## config.mk

```make
export PLATFORM = sky130hd
export DESIGN_NAME = engine_clause_queue_flat
export DESIGN_NICKNAME = d
export VERILOG_FILES = /design/src/rtl/engine_clause_queue_pkg.sv /design/src/rtl/engine_clause_queue_if.sv /design/src/rtl/engine_clause_queue_sync_fifo.sv /design/src/rtl/engine_clause_queue.sv /design/src/flat_wrapper.sv
export SDC_FILE = /design/constraint.sdc
export NUM_CORES = 1
export LEC_CHECK = 0
export BUFFER_PORTS_ARGS = -buffer_cell sky130_fd_sc_hd__buf_2
export CAP_MARGIN = 10
export CORE_MARGIN = 2
export CORE_UTILIZATION = 60
export CTS_CLUSTER_SIZE = 12
export DETAILED_ROUTE_END_ITERATION = 8
export PLACE_DENSITY = 0.8
export SLEW_MARGIN = 10
export SYNTH_ARGS = -nofsm -noshare
export SYNTH_HDL_FRONTEND = slang
export SYNTH_HIERARCHICAL = 1
export SYNTH_SLANG_ARGS = --single-unit
```

## constraint.sdc

```tcl
create_clock -name clock -period 3.65 [get_ports clock]
set_input_delay 0.73 -clock clock [delete_from_list [all_inputs] [get_ports clock]]
set_output_delay 0.73 -clock clock [all_outputs]
set_load 0.01 [all_outputs]
```

## src/rtl/engine_clause_queue_pkg.sv

```systemverilog
// Shared types and sizing constants for the per-engine clause queue.
// A literal is {sign, 10-bit index}; a clause is CLA_LENGTH literals.
package engine_clause_queue_pkg;

   localparam int LIT_IDX_W   = 10;
   localparam int LIT_IDX_MAX = 1024;
   localparam int LIT_W       = LIT_IDX_W + 1;
   localparam int CLA_LENGTH  = 3;
   localparam int NUM_ENGINE  = 4;
   localparam int DEF_DEPTH   = 8;
   localparam int DEF_SKID    = 2;

   typedef logic [LIT_W-1:0] lit_t;
   typedef lit_t [CLA_LENGTH-1:0] cla_t;

   localparam int CLA_W = $bits(cla_t);

   function automatic lit_t make_lit(input logic sign, input logic [LIT_IDX_W-1:0] idx);
      return {sign, idx};
   endfunction

endpackage

```

## src/rtl/engine_clause_queue_if.sv

```systemverilog
// Bundle between Distribution_unit / BCP engine (master) and one clause queue (slave).
interface engine_clause_queue_if
   import engine_clause_queue_pkg::*;
#(
   parameter int DEPTH = DEF_DEPTH
) ();

   localparam int CNT_W = $clog2(DEPTH) + 1;

   cla_t             clause_in;
   logic             grant_in;
   logic             full_out;
   lit_t             uc_in;
   logic             uc_valid_in;
   logic             flush_in;
   cla_t             clause_out;
   logic             clause_valid_out;
   logic             clause_ready_in;
   lit_t             uc_out;
   logic             uc_valid_out;
   logic             uc_ack_in;
   logic [CNT_W-1:0] count_out;
   logic             overflow_err;
   logic             uc_overrun_err;

   modport slave (
      input  clause_in, grant_in, uc_in, uc_valid_in, flush_in,
             clause_ready_in, uc_ack_in,
      output full_out, clause_out, clause_valid_out, uc_out, uc_valid_out,
             count_out, overflow_err, uc_overrun_err
   );

   modport master (
      output clause_in, grant_in, uc_in, uc_valid_in, flush_in,
             clause_ready_in, uc_ack_in,
      input  full_out, clause_out, clause_valid_out, uc_out, uc_valid_out,
             count_out, overflow_err, uc_overrun_err
   );

endinterface

```

## src/rtl/engine_clause_queue_sync_fifo.sv

```systemverilog
// First-word-fall-through circular FIFO with explicit occupancy register.
// A push into a full FIFO is accepted only when a pop frees a slot in the same cycle.
module engine_clause_queue_sync_fifo #(
   parameter int WIDTH = 8,
   parameter int DEPTH = 8
) (
   input  logic                       clock,
   input  logic                       reset,
   input  logic                       flush,
   input  logic                       push,
   input  logic                       pop,
   input  logic [WIDTH-1:0]           wdata,
   output logic [WIDTH-1:0]           rdata,
   output logic                       valid,
   output logic                       full,
   output logic [$clog2(DEPTH):0]     count
);

   localparam int PTR_W = $clog2(DEPTH);
   localparam int CNT_W = PTR_W + 1;

   logic [WIDTH-1:0] mem_q [DEPTH];
   logic [WIDTH-1:0] mem_d [DEPTH];
   logic [PTR_W-1:0] wr_ptr_q, wr_ptr_d;
   logic [PTR_W-1:0] rd_ptr_q, rd_ptr_d;
   logic [CNT_W-1:0] count_q, count_d;
   logic             push_acc;
   logic             pop_acc;

   assign valid    = (count_q != '0);
   assign full     = (count_q == CNT_W'(DEPTH));
   assign rdata    = mem_q[rd_ptr_q];
   assign count    = count_q;
   assign pop_acc  = pop && valid;
   assign push_acc = push && (!full || pop_acc);

   always_comb begin
      mem_d    = mem_q;
      wr_ptr_d = wr_ptr_q;
      rd_ptr_d = rd_ptr_q;
      count_d  = count_q;
      if (flush) begin
         wr_ptr_d = '0;
         rd_ptr_d = '0;
         count_d  = '0;
      end else begin
         if (push_acc) begin
            mem_d[wr_ptr_q] = wdata;
            wr_ptr_d        = wr_ptr_q + 1'b1;
         end
         if (pop_acc) begin
            rd_ptr_d = rd_ptr_q + 1'b1;
         end
         case ({push_acc, pop_acc})
            2'b10:   count_d = count_q + 1'b1;
            2'b01:   count_d = count_q - 1'b1;
            default: count_d = count_q;
         endcase
      end
   end

   always_ff @(posedge clock) begin
      if (reset) begin
         for (int i = 0; i < DEPTH; i++) begin
            mem_q[i] <= '0;
         end
         wr_ptr_q <= '0;
         rd_ptr_q <= '0;
         count_q  <= '0;
      end else begin
         mem_q    <= mem_d;
         wr_ptr_q <= wr_ptr_d;
         rd_ptr_q <= rd_ptr_d;
         count_q  <= count_d;
      end
   end

endmodule

```

## src/rtl/engine_clause_queue.sv

```systemverilog
// Per-engine input buffer: clause FIFO with early-full threshold, pending unit-clause
// register, and sticky overflow / UC-overrun flags.
module engine_clause_queue
   import engine_clause_queue_pkg::*;
#(
   parameter int DEPTH = DEF_DEPTH,
   parameter int SKID  = DEF_SKID
) (
   input  logic                  clock,
   input  logic                  reset,
   engine_clause_queue_if.slave  q_if
);

   localparam int CNT_W = $clog2(DEPTH) + 1;

   logic [CLA_W-1:0] fifo_rdata;
   logic             fifo_valid;
   logic             fifo_full;
   logic [CNT_W-1:0] fifo_count;
   logic             drop;

   lit_t uc_q, uc_d;
   logic uc_valid_q, uc_valid_d;
   logic overflow_q, overflow_d;
   logic overrun_q, overrun_d;

   engine_clause_queue_sync_fifo #(
      .WIDTH (CLA_W),
      .DEPTH (DEPTH)
   ) u_fifo (
      .clock (clock),
      .reset (reset),
      .flush (q_if.flush_in),
      .push  (q_if.grant_in),
      .pop   (q_if.clause_ready_in),
      .wdata (q_if.clause_in),
      .rdata (fifo_rdata),
      .valid (fifo_valid),
      .full  (fifo_full),
      .count (fifo_count)
   );

   // When full the head is always valid, so a ready engine frees the slot this grant needs.
   assign drop = q_if.grant_in && fifo_full && !q_if.clause_ready_in;

   always_comb begin
      uc_d       = uc_q;
      uc_valid_d = uc_valid_q;
      overflow_d = overflow_q;
      overrun_d  = overrun_q;
      if (q_if.flush_in) begin
         uc_valid_d = 1'b0;
         overflow_d = 1'b0;
         overrun_d  = 1'b0;
      end else begin
         if (drop) begin
            overflow_d = 1'b1;
         end
         if (q_if.uc_valid_in) begin
            // Distribution_unit may hold the same UC for several cycles; only a different literal is an overrun.
            if (uc_valid_q && !q_if.uc_ack_in && (q_if.uc_in != uc_q)) begin
               overrun_d = 1'b1;
            end
            uc_d       = q_if.uc_in;
            uc_valid_d = 1'b1;
         end else if (q_if.uc_ack_in) begin
            uc_valid_d = 1'b0;
         end
      end
   end

   always_ff @(posedge clock) begin
      if (reset) begin
         uc_q       <= '0;
         uc_valid_q <= 1'b0;
         overflow_q <= 1'b0;
         overrun_q  <= 1'b0;
      end else begin
         uc_q       <= uc_d;
         uc_valid_q <= uc_valid_d;
         overflow_q <= overflow_d;
         overrun_q  <= overrun_d;
      end
   end

   assign q_if.clause_out       = fifo_rdata;
   assign q_if.clause_valid_out = fifo_valid;
   assign q_if.count_out        = fifo_count;
   assign q_if.full_out         = (fifo_count >= CNT_W'(DEPTH - SKID));
   assign q_if.uc_out           = uc_q;
   assign q_if.uc_valid_out     = uc_valid_q;
   assign q_if.overflow_err     = overflow_q;
   assign q_if.uc_overrun_err   = overrun_q;

endmodule

```

## src/flat_wrapper.sv

```systemverilog
// flat-port wrapper written by rule: the top's interface ports become plain ports
module engine_clause_queue_flat import engine_clause_queue_pkg::*;
#(
   parameter int DEPTH = DEF_DEPTH,
   parameter int SKID  = DEF_SKID
)
  (clock, reset, q_if_clause_in, q_if_grant_in, q_if_uc_in, q_if_uc_valid_in, q_if_flush_in, q_if_clause_ready_in, q_if_uc_ack_in, q_if_full_out, q_if_clause_out, q_if_clause_valid_out, q_if_uc_out, q_if_uc_valid_out, q_if_count_out, q_if_overflow_err, q_if_uc_overrun_err);
  engine_clause_queue_if #(.DEPTH(DEPTH)) q_if_i ();
  input  logic clock;
  input  logic reset;
  input wire logic [$bits(q_if_i.clause_in)-1:0] q_if_clause_in;
  input wire logic [$bits(q_if_i.grant_in)-1:0] q_if_grant_in;
  input wire logic [$bits(q_if_i.uc_in)-1:0] q_if_uc_in;
  input wire logic [$bits(q_if_i.uc_valid_in)-1:0] q_if_uc_valid_in;
  input wire logic [$bits(q_if_i.flush_in)-1:0] q_if_flush_in;
  input wire logic [$bits(q_if_i.clause_ready_in)-1:0] q_if_clause_ready_in;
  input wire logic [$bits(q_if_i.uc_ack_in)-1:0] q_if_uc_ack_in;
  output wire logic [$bits(q_if_i.full_out)-1:0] q_if_full_out;
  output wire logic [$bits(q_if_i.clause_out)-1:0] q_if_clause_out;
  output wire logic [$bits(q_if_i.clause_valid_out)-1:0] q_if_clause_valid_out;
  output wire logic [$bits(q_if_i.uc_out)-1:0] q_if_uc_out;
  output wire logic [$bits(q_if_i.uc_valid_out)-1:0] q_if_uc_valid_out;
  output wire logic [$bits(q_if_i.count_out)-1:0] q_if_count_out;
  output wire logic [$bits(q_if_i.overflow_err)-1:0] q_if_overflow_err;
  output wire logic [$bits(q_if_i.uc_overrun_err)-1:0] q_if_uc_overrun_err;
  assign q_if_i.clause_in = q_if_clause_in;
  assign q_if_i.grant_in = q_if_grant_in;
  assign q_if_i.uc_in = q_if_uc_in;
  assign q_if_i.uc_valid_in = q_if_uc_valid_in;
  assign q_if_i.flush_in = q_if_flush_in;
  assign q_if_i.clause_ready_in = q_if_clause_ready_in;
  assign q_if_i.uc_ack_in = q_if_uc_ack_in;
  assign q_if_full_out = q_if_i.full_out;
  assign q_if_clause_out = q_if_i.clause_out;
  assign q_if_clause_valid_out = q_if_i.clause_valid_out;
  assign q_if_uc_out = q_if_i.uc_out;
  assign q_if_uc_valid_out = q_if_i.uc_valid_out;
  assign q_if_count_out = q_if_i.count_out;
  assign q_if_overflow_err = q_if_i.overflow_err;
  assign q_if_uc_overrun_err = q_if_i.uc_overrun_err;
  engine_clause_queue #(.DEPTH(DEPTH), .SKID(SKID)) u_core (.clock(clock), .reset(reset), .q_if(q_if_i));
endmodule
```

==> metrics.md <==
| Metric | Value |
|---|---|
| Total GRT Usage | 0.2321 |
| CTS H-tree depth | 1 |
| Setup repair bufs after CTS | 0 |
| Launch point of the worst reg-to-reg path | u_core/u_fifo/count[0]$_SDFFE_PP0P_ |
| Critical path peak fanout | 26 |
| WP data arrival | 2470 ps |
| Outcome | finished clean |
| Fin area | 14090 µm² |
| Initial Utilization | 0.6126 |
| Final period util | 0.8754 |
| Die X | 150.7 µm |
| Final number of setup-violating endpoints | 0 |
| CTS sink cnt | 288 |
| Post-synthesis sequential area ratio | 0.4463 |
| Overall power | 6.285 mW |
| TNS Setup | 0 ps |
| Skew final | 12.76 ps |
| Total Wirelength | 26250 µm |
| CTS Buffer Depth | 3 |
| CP max stage delay | 630 ps |
| Multi-input gate area | 6331 µm² |
| Synth top area share | 0.4463 |
| Leakage | 7.202 nW |
| Main synth FF type | dfxtp_1 |
| Initial detailed-routing violation count | 515 |
| Startpoint Class | flip-flop |
| Hold Crit Depth | 3 |
| CP startpoint | u_core/u_fifo/rd_ptr_q[0]$_SDFFE_PP0P_ |
| Synth cell types | 41 |
| Synthesized Nets | 1208 |
| Critical path type | flip-flop to output port |
| Clk pin slew, worst setup/hold paths | 60 ps |
| Slew margin rel. | 0.3338 |
| Die ar. | 22720 µm² |
| Layout cells sized above 1 | 0.2260 |
| Register bit total from synthesis | 288 |
| Slowest CP cell | dfxtp_4 |
| Post-synth EDFFs | 0 |
| Asr flop ratio synth | 0 |
| Final Non-Filler Cells | 1484 |
| CP cell instances | buf_12, mux4_2, mux2_2, buf_2 |
| I/O pin total | 104 |
| Post-CTS sizing | 0 |
| Placed inst area | 13230 µm² |
| TritonCTS clock tree | yes |
| Core ar. | 21090 µm² |
| HP Class | input port to flip-flop |
| # DRC | 0 |
| Reg2reg end | u_core/u_fifo/mem_q[79]$_SDFFE_PP0P_ |
| Maximum vdd drop | 0.4490 mV |
| FILL cells | 1605 |
| Critical Path RT | 2920 ps |
| WL/cell | 17.69 µm |
| Smallest hold slack | 451.6 ps |
| Final ANT Viol Nets | 0 |
| Synthesized area per cell | 11.22 µm² |
| Fmax | 0.3130 GHz |
| Vias in the first global route | 8365 |
| Placed instance count | 1437 |
| Site row count | 53 |
| Hold_sp | q_if_uc_in[10] |
| Crit end category | output port |
| Vias | 8398 |
| HPWL after DPL | 15780 µm |
| Area Growth Syn to Fin | 9.075% |
| Gate count of the mapped netlist | 1151 |
| Detail-routed via count per cell | 5.659 |
| Area leader, netlist | dfxtp_1 |
| Hold Buf Count CTS | 0 |
| Die height | 150.7 µm |
| Final GP Congestion | 0.7687 |
| Sequential Area | 5774 µm² |
| # nets final | 1250 |
| Worst Reg-to-Reg Cells | 5 |
| Synthesized cell area | 12920 µm² |
| Global route overflow | 0 |
| Largest net degree at the start of global routing | 109 |
| Port Buffers | 103 |
| Unrepaired setup endpoints after global routing | no |
| Max cap viols | 0 |
| Fin. max-slew vios | 0 |
| Number of antenna violations at the first check in global routing | 3 |
| First-pass GRT wire length | 42370 µm |
| Reg2Reg Setup Slack | 740 ps |
| Drt first pass iters | 5 |
| Yosys warns | 6 |
| Worst-Margin Slew | 994.6 ps |
| Pwr/cell area | 446.0 nW/µm² |
| Area contributors post-synth | dfxtp_1 45%, mux2i_1 20%, mux4_2 12% |
| Worst skew pair latency | 530 ps |
| Root Buffer | clkbuf_16 |
| Hold Path End | u_core/q_if.uc_out[10]$_SDFFE_PP0P_ |
| Tmin final | 3195 ps |
| CTS buffer count | 29 |
| Final hold vios | 0 |
==> report_power, final <==
part	leakage [nW]	internal [mW]	switching [mW]
clock	0.420	1.58	1.14
sequential	2.33	3.18	0.0248
combinational	4.46	0.148	0.213
total	7.20	4.91	1.38
==> how the worst max path moves through the flow <==
stage                                          endpoint  slack [ps]  depth (start not counted)
floorplan           u_core/u_fifo/count[2]$_SDFFE_PP0P_        1060                         10
global placement    u_core/u_fifo/count[3]$_SDFFE_PP0P_         860                          8
detailed placement  u_core/u_fifo/count[3]$_SDFFE_PP0P_         820                          8
CTS                                 q_if_clause_out[24]         450                          4
global route                        q_if_clause_out[24]         380                          4
finish                              q_if_clause_out[24]         450                          4
==> synthesized netlist by cell type (2+ instances only) <==
library cell    n
xnor2_1         8
and3b_1         2
nor2b_1         3
mux2i_1       264
or4_1           2
inv_1           6
mux4_2         66
buf_8          21
mux2_2         33
a21oi_1        16
ha_1            5
o21ai_0         3
clkbuf_4       33
buf_2           4
nand2_1        26
nor3_1          2
clkbuf_1       40
xor2_1          9
buf_1          11
nand4_1         2
o211ai_4        7
dfxtp_1       288
nor2_1        277
nand3_1         4
buf_4           3
==> routing by layer <==
metal	vias to the layer above	share of wire	GRT usage
li1	4041	-	-
met1	4175	0.45	0.3052
met2	137	0.50	0.4080
met3	41	0.039	0.03455
met4	4	0.016	0.04953
met5	-	0.00080	0
==> registers in the layout, indices dropped and copies added (netlist names) <==
| name | cells |
|---|---|
| u_core/q_if.overflow_err | 1 |
| u_core/u_fifo/wr_ptr_q | 3 |
| u_core/q_if.uc_out | 11 |
| u_core/q_if.uc_overrun_err | 1 |
| u_core/u_fifo/rd_ptr_q | 3 |
| u_core/u_fifo/count | 4 |
| u_core/u_fifo/mem_q | 264 |
| u_core/q_if.uc_valid_out | 1 |
==> cell type report <==
type                    instances  share of cell area
diodes                          1           0.0001776
clock buffers                  46             0.06100
repair buffers                124             0.05372
flip-flops and latches        288              0.4098
multi-input cells             744              0.4493
well taps                     275             0.02442
inverters                       6            0.001598
==> through the flow <==
stage                     setup slack, ps  utilization
after CTS                           445.4       0.6681
final                               454.9       0.6682
after global routing                375.9       0.6682
after floorplan                      1058            -
after global placement              862.5       0.6273
after detailed placement            817.9       0.6273
==> critical path, delay by kind of cell (launching register included) <==
kind / cells / cell delay, ps
buffers and inverters: 2 / 430
muxes: 2 / 840
DFF: 1 / 630
==> layout by cell type (no fill, tap or decap), drive strengths merged, types with 4 or more instances in the layout <==
cell type / count
mux2i: 264
inv: 6
nor2: 277
nand2: 26
o211ai: 9
xor2: 9
dfxtp: 288
xnor2: 8
nand3: 4
buf: 123
mux4: 66
clkbuf: 47
mux2: 33
ha: 5
a21oi: 16
==> kinds of logic (layout without fill, tap and decap cells) <==
logic type,Yosys count,count (layout),synth area share
simple gates,326,326,0.1004
mux,363,363,0.3484
other cells,0,1,0
buf+inv,119,176,0.06431
flops,288,288,0.4463
xor+xnor,17,17,0.01153
compound gates,32,32,0.02266
fa+ha+maj,6,6,0.006392
(Power assumes the default switching activity.)
